--- src/rtl/load_store_unit.sv ---
// load_store_unit: word-wide data-memory initiator for byte/half/word loads and stores with read-modify-write.
// Define MISALIGN_TRAP_EN to report misaligned half/word requests as errors instead of masking the low address bits.
module load_store_unit #(
    parameter int MEM_BYTES = 65536,
    parameter int ADDR_W    = 32
) (
    input  logic              clk,
    input  logic              rst_n,
    input  logic              req_valid,
    output logic              req_ready,
    input  logic              req_we,
    input  logic [1:0]        req_size,
    input  logic              req_unsigned,
    input  logic [ADDR_W-1:0] req_addr,
    input  logic [31:0]       req_wdata,
    output logic              rsp_valid,
    output logic [31:0]       rsp_rdata,
    output logic              rsp_err,
    output logic              mem_read,
    output logic              mem_write,
    output logic [ADDR_W-1:0] mem_addr,
    output logic [31:0]       mem_wdata,
    input  logic [31:0]       mem_rdata
);
    typedef enum logic [2:0] {IDLE, LOAD, RMW_RD, STORE, RESP} state_t;
    localparam logic [ADDR_W-1:0] LIMIT = ADDR_W'(MEM_BYTES - 4);
    state_t            state_q, state_d;
    logic [1:0]        size_q, size_d;
    logic              uns_q, uns_d;
    logic [ADDR_W-1:0] addr_q, addr_d;
    logic [31:0]       word_q, word_d;
    logic [31:0]       rdata_q, rdata_d;
    logic              err_q, err_d;
    logic              req_err;
    logic [4:0]        sh;
    logic [15:0]       lane;
    logic [31:0]       mask, ext, merged;
`ifdef MISALIGN_TRAP_EN
    logic misalign;
    assign misalign = (req_size == 2'b01 && req_addr[0]) || (req_size == 2'b10 && req_addr[1:0] != 2'b00);
    assign req_err  = req_size == 2'b11 || misalign || {req_addr[ADDR_W-1:2], 2'b00} >= LIMIT;
`else
    assign req_err  = req_size == 2'b11 || {req_addr[ADDR_W-1:2], 2'b00} >= LIMIT;
`endif
    // Half lanes ignore addr[0], so an untrapped misaligned half lands on its enclosing half.
    assign sh     = size_q == 2'b01 ? {addr_q[1], 4'b0000} : {addr_q[1:0], 3'b000};
    assign lane   = 16'(mem_rdata >> sh);
    assign mask   = size_q == 2'b00 ? 32'hFF << sh : 32'hFFFF << sh;
    assign ext    = size_q == 2'b00 ? {{24{~uns_q & lane[7]}}, lane[7:0]} :
                    size_q == 2'b01 ? {{16{~uns_q & lane[15]}}, lane[15:0]} : mem_rdata;
    assign merged = (mem_rdata & ~mask) | ((word_q << sh) & mask);
    assign req_ready = state_q == IDLE;
    assign mem_read  = state_q == LOAD || state_q == RMW_RD;
    assign mem_write = state_q == STORE;
    assign mem_addr  = (mem_read || mem_write) ? {addr_q[ADDR_W-1:2], 2'b00} : '0;
    assign mem_wdata = mem_write ? word_q : '0;
    assign rsp_valid = state_q == RESP;
    assign rsp_rdata = rsp_valid ? rdata_q : '0;
    assign rsp_err   = rsp_valid && err_q;
    always_comb begin
        state_d = state_q;
        size_d  = size_q;
        uns_d   = uns_q;
        addr_d  = addr_q;
        word_d  = word_q;
        rdata_d = rdata_q;
        err_d   = err_q;
        case (state_q)
            IDLE: if (req_valid) begin
                size_d  = req_size;
                uns_d   = req_unsigned;
                addr_d  = req_addr;
                word_d  = req_wdata;
                rdata_d = '0;
                err_d   = req_err;
                state_d = req_err ? RESP : !req_we ? LOAD : req_size == 2'b10 ? STORE : RMW_RD;
            end
            LOAD: begin
                rdata_d = ext;
                state_d = RESP;
            end
            RMW_RD: begin
                word_d  = merged;
                state_d = STORE;
            end
            STORE:   state_d = RESP;
            default: state_d = IDLE;
        endcase
    end
    always_ff @(posedge clk or negedge rst_n) begin
        if (!rst_n) begin
            state_q <= IDLE;
            size_q  <= '0;
            uns_q   <= 1'b0;
            addr_q  <= '0;
            word_q  <= '0;
            rdata_q <= '0;
            err_q   <= 1'b0;
        end else begin
            state_q <= state_d;
            size_q  <= size_d;
            uns_q   <= uns_d;
            addr_q  <= addr_d;
            word_q  <= word_d;
            rdata_q <= rdata_d;
            err_q   <= err_d;
        end
    end
endmodule

--- config.mk ---
export PLATFORM = sky130hd
export DESIGN_NAME = load_store_unit
export DESIGN_NICKNAME = d
export VERILOG_FILES = /design/src/rtl/load_store_unit.sv
export SDC_FILE = /design/constraint.sdc
export NUM_CORES = 1
export LEC_CHECK = 0
export CAP_MARGIN = 15
export CORE_MARGIN = 5
export CORE_UTILIZATION = 41
export CTS_CLUSTER_DIAMETER = 80
export CTS_CLUSTER_SIZE = 16
export DETAILED_ROUTE_END_ITERATION = 12
export PLACE_DENSITY = 0.77
export SYNTH_ARGS = -nofsm -noshare
export SYNTH_HDL_FRONTEND = slang
export SYNTH_SLANG_ARGS = --single-unit
--- constraint.sdc ---
create_clock -name clk -period 1.92 [get_ports clk]
set_clock_uncertainty 0.15 [all_clocks]
set_input_delay 0.192 -clock clk [delete_from_list [all_inputs] [get_ports clk]]
set_output_delay 0.192 -clock clk [all_outputs]
set_load 0.005 [all_outputs]
## Word-level counts from Yosys, hierarchy flattened

Index checks and enable logic that the tools add are counted.
W data, S select, Z words.

| storage, ports and cells | value |
|---|---|
| input port bits | 103 |
| logic and storage cells | 55 |
| output and inout port bits | 101 |
| register bits | 103 |

| cells by class | value |
|---|---|
| order comparisons | 1 |
| shift-type cells | 4 |
| bitwise gates (word level) | 7 |
| reduce and logical (&&, ||, !) cells | 12 |
| mux-type cells | 16 |
| equal/unequal tests | 8 |

Operators by type and width:

| cell | number |
|---|---|
| $mux W32 | 8 |
| $pmux W32 S2 | 2 |
| $and A32 B32 Y32 | 2 |
| $ge A32 B16 Y1 const B | 1 |
| $not A32 Y32 | 1 |
| $or A32 B32 Y32 | 1 |
| $shl A16 B5 Y32 const A | 1 |
| $shl A32 B5 Y32 | 1 |
| $shl A8 B5 Y32 const A | 1 |
| $shr A32 B5 Y16 | 1 |
| $pmux W3 S3 | 1 |
| $eq A3 B2 Y1 const B | 2 |
| $mux W3 | 2 |
| $reduce_and A2 Y1 | 3 |
| $eq A2 B2 Y1 const B | 2 |
| $mux W4 | 1 |
| $reduce_bool A2 Y1 | 2 |
| $eq A3 B1 Y1 const B | 1 |
| $eq A3 B3 Y1 const B | 1 |
| $logic_not A3 Y1 | 1 |
| $logic_or A1 B1 Y1 | 3 |
| $and A1 B1 Y1 | 2 |
| $eq A2 B1 Y1 const B | 1 |
| $logic_not A2 Y1 | 1 |
| 6 further kinds | 6 |

## Depth between registers and ports, before layout

| logic depth | value |
|---|---|
| depth after elaboration | 8 |
| depth in mapped cells | 7 |
| gate-level depth less buffers | 4 |

## Least setup slack after synthesis

OpenSTA, ideal clock, no wires.

| path | value |
|---|---|
| path kind | reg-to-reg |
| start point | register state_q[2] |
| end point | register with a tool-made name |
| setup slack | 61 ps |
| stages on the path, launching flop included | 7 |
| buffers on the path | 3 |
| setup time | 132 ps |
| arrival | 1,577 ps |
| clock period less this slack | 1,859 ps |
| required time | 1,638 ps |
| path through | dfrtp_1 buf_6 or3b_4 buf_2 buf_2 nor4_1 a211oi_1 |

RTL lines:

| what | RTL line | text |
|---|---|---|
| from (decl) | 27 | `state_t state_q, state_d;` |
| from (signal assigned) | 100 | `state_q <= state_d;` |

## Final worst setup path

| path | value |
|---|---|
| start point | register state_q[0] |
| end point | register addr_q[20] |

| on the way | value |
|---|---|
| word-level cells in the longest chain between the ends | 2 |

Ends and longest elaborated chain:

| what | RTL line | text |
|---|---|---|
| $logic_not A3 Y1 | 68 | `case (state_q)` |
| $reduce_and A2 Y1 (no line) | -- |  |
| to (signal assigned) | 103 | `addr_q <= addr_d;` |
| to (decl) | 30 | `logic [ADDR_W-1:0] addr_q, addr_d;` |

Every way passes these cells.
A chain may end at the register's enable or synchronous reset.

==> impl_metrics.py <==
metrics = {
    "cts": {
        "numCtsBuffers": 9,
        "htree_levels": 3,
        "clk_pin_slew_ps": 70,
        "clkSinkCount": 103,
        "root_buffer": "clkbuf_16",
        "cts_tree": "done",
        "clk_latency_ps": 350,
        "ctsLongestPathBuffers": 2,
    },
    "global_routing": {
        "grt_pass1_vias": 6683,
        "grt_overflow": 0,
        "antenna_found_initial": 1,
        "grt_usage_pct": 30.26,
        "grt_pass1_wl_mm": 38.71,
        "grt_max_degree": 38,
    },
    "placed_design": {
        "port_buffers": 201,
        "gp_congestion": 0.9354,
        "hpwl_mm": 16.26,
        "place_area_um2": 8353,
    },
    "yosys": {
        "synth_area_leader_cell": "dfrtp_1",
        "netlist_instances": 651,
        "yosys_warnings": 0,
        "synth-seq-area-share_pct": 44.28,
        "synth-edff-count": 0,
        "synthFlopType": "dfrtp_1",
        "ys_ff_latch": 103,
        "async_reset_ff_share_pct": 100.0,
        "synth_top_cell_area_share_pct": 44.28,
        "synth_area_leaders": "dfrtp_1, nand2_1, and2_1, a221o_1, and3_1",
        "synth_area_per_cell_um2": 8.941,
        "syn-cell-area_um2": 5821,
        "netlist-cell-type-count": 52,
    },
    "setup_path": {
        "worstPathCellList": "buf_6 > buf_6 > buf_6 > buf_6 > nor4b_4 > buf_4 > clkbuf_16 > buf_12 > buf_16 > nand2_2 > nand2_1",
        "cp_slowest_cell": "dfrtp_1",
        "crit_top_cell": "buf_6",
        "crit_path_max_incr_delay_ps": 400,
        "critPathKind": "reg2reg",
        "crit_arrival_ps": 2290,
        "end_kind": "register",
        "worstPathMaxFanout": 7,
        "start_kind": "register",
        "worstPathRequired_ps": 2040,
    },
    "sta": {
        "finalHoldViolations": 0,
        "period_needed_ps": 2167,
        "setup_violations": 181,
        "setup_slack_ps": -247.3,
        "slew_violations": 0,
        "max-slew-margin-rel_pct": 49.24,
        "period_share_pct": 112.9,
        "whs_ps": 208.8,
        "max_freq_ghz": 0.4614,
        "rsz0062_at_grt": "yes",
        "final.setup.tns_ps": -25680,
        "worst_pin_slew_ps": 755.6,
    },
    "run_status": {
        "status": "finished, violations left",
        "violations": "negative setup slack",
    },
    "power_and_ir_drop": {
        "switching_share_pct": 30.74,
        "power_frac_clock_pct": 31.1,
        "p_comb_share_pct": 28.6,
        "switchingPower_mw": 1.951,
        "p_int_mw": 4.396,
        "vdd_drop_max_v": 0.0004197,
        "powerDensity_nw_per_um2": 580.0,
        "power_frac_seq_pct": 40.3,
        "leakagePower_nw": 5.096,
    },
    "worst_hold_path": {
        "min_path_type": "in2async",
    },
    "cells_and_area": {
        "diodes": 0,
        "final_common_cell": "buf_6",
        "drive_gt1_share_pct": 51.05,
        "final_area_um2": 10940,
        "nets": 1049,
        "syn2layout_area_growth_pct": 88.01,
        "final_cell_mix": "buf_6, dfrtp_1, clkdlybuf4s50_1",
    },
    "detailed_routing": {
        "drtIter0Drc": 880,
        "via_count": 7064,
        "drc": 0,
        "dr.pass1.iters": 5,
        "wirelength_mm": 29.51,
        "vias_per_cell": 6.251,
        "ant_nets": 0,
        "wl_per_cell_um": 26.12,
    },
    "run": {
        "maxCapViolations": 0,
    },
    "floorplanning": {
        "die_w_um": 129.2,
        "die_area_um2": 16680,
        "num_io_pins": 204,
        "core-area_um2": 13880,
        "placementRows": 43,
        "start_util_pct": 41.93,
        "die_h_um": 129.2,
    },
}
repair_timing:
| action | in CTS | in global routing |
|---|---|---|
| resized for setup | 455 | 345 |
| setup buffers | 38 | 23 |
| pin swaps | 41 | 133 |
| cloned | 15 | 14 |
| hold endpoints to repair | 35 | 0 |
| endpoints found under the setup margin | 158 | 200 |
| hold buffers | 1 | 0 |
metal layers:
metal | up-vias | wire length, um | GRT usage [%]
li1 | 2941 | - | -
met1 | 3454 | 11050 | 41.38
met2 | 542 | 14110 | 47.29
met3 | 127 | 2834 | 7.420
met4 | 0 | 1515 | 10.13
met5 | - | 0 | 0
path summary, 6_finish.rpt:
kind	startpoint	end	slack [ps]	depth (start not counted)
worst max-delay path	state_q[0]$_DFFE_PN0P_	addr_q[20]$_DFFE_PN0P_	-250	11
worst min-delay path	rst_n	err_q$_DFFE_PN0P_	210	2
worst max register to register	state_q[0]$_DFFE_PN0P_	addr_q[20]$_DFFE_PN0P_	-250	11
worst min register to register	addr_q[2]$_DFFE_PN0P_	addr_q[2]$_DFFE_PN0P_	330	2
max in group asynchronous	rst_n	async pin	820	3
min in group clk	req_addr[2]	addr_q[2]$_DFFE_PN0P_	260	3
layout make-up:
| type | instances | area (um2) |
|---|---|---|
| clock inverter | 4 | 70.07 |
| sequential | 103 | 2580 |
| multi-input combinational | 476 | 4004 |
| inverter | 20 | 78.83 |
| timing repair buffer | 336 | 3742 |
| clock buffer | 11 | 242.7 |
| tap | 180 | 225.2 |
| fill | 810 | 2938 |
stage by stage:
step	cells	util [%]	setup WS, ps	power [mW]
3_3_place_gp	1035	60.18	-196.4	3.693
3_5_place_dp	1035	60.18	-319.8	3.722
4_1_cts	1103	70.96	-255.6	5.975
6_report	1130	78.84	-247.3	6.347
5_1_grt	1130	78.84	-281.6	6.545
2_1_floorplan	652	-	60.75	3.089
power groups by stage:
stage / sequential, mW / clock [mW] / combinational [mW]
6_report: 2.56 / 1.97 / 1.82
5_1_grt: 2.58 / 2.06 / 1.91
4_1_cts: 2.52 / 1.97 / 1.49
3_5_place_dp: 2.53 / 0 / 1.19
3_3_place_gp: 2.53 / 0 / 1.17
2_1_floorplan: 2.47 / 0 / 0.614
cells in the mapped netlist (4+ instances only):
| cell | n |
|---|---|
| clkbuf_1 | 25 |
| a221oi_1 | 8 |
| a21oi_1 | 15 |
| o22ai_1 | 16 |
| nand4_1 | 13 |
| and2_1 | 75 |
| o21ai_0 | 15 |
| o211ai_1 | 4 |
| nand2_1 | 130 |
| and3_1 | 42 |
| mux2i_1 | 9 |
| a221o_1 | 27 |
| dfrtp_1 | 103 |
| a22o_1 | 7 |
| nor2_1 | 15 |
| a22oi_1 | 14 |
| o32ai_1 | 7 |
| buf_4 | 5 |
| nor4_1 | 13 |
| inv_1 | 19 |
| buf_2 | 20 |
| nor3_1 | 8 |
| a211oi_1 | 16 |
| nand2b_1 | 4 |
worst max-delay path, delay by kind of cell, from the launching register on:
family / cells / cell delay [ps]
buffers and inverters: 8 / 1080
AND/OR/NAND/NOR: 3 / 450
flip-flops: 1 / 400
cell families after synthesis:
group,count (synthesis),synth area share (%)
and+or+nand+nor,314,28.50
DFF,103,44.28
AOI/OAI and AO/OA,148,19.37
other,1,0.06443
muxes,10,1.741
buffers and inverters,75,6.040
Power figures use the tool's default switching activity.
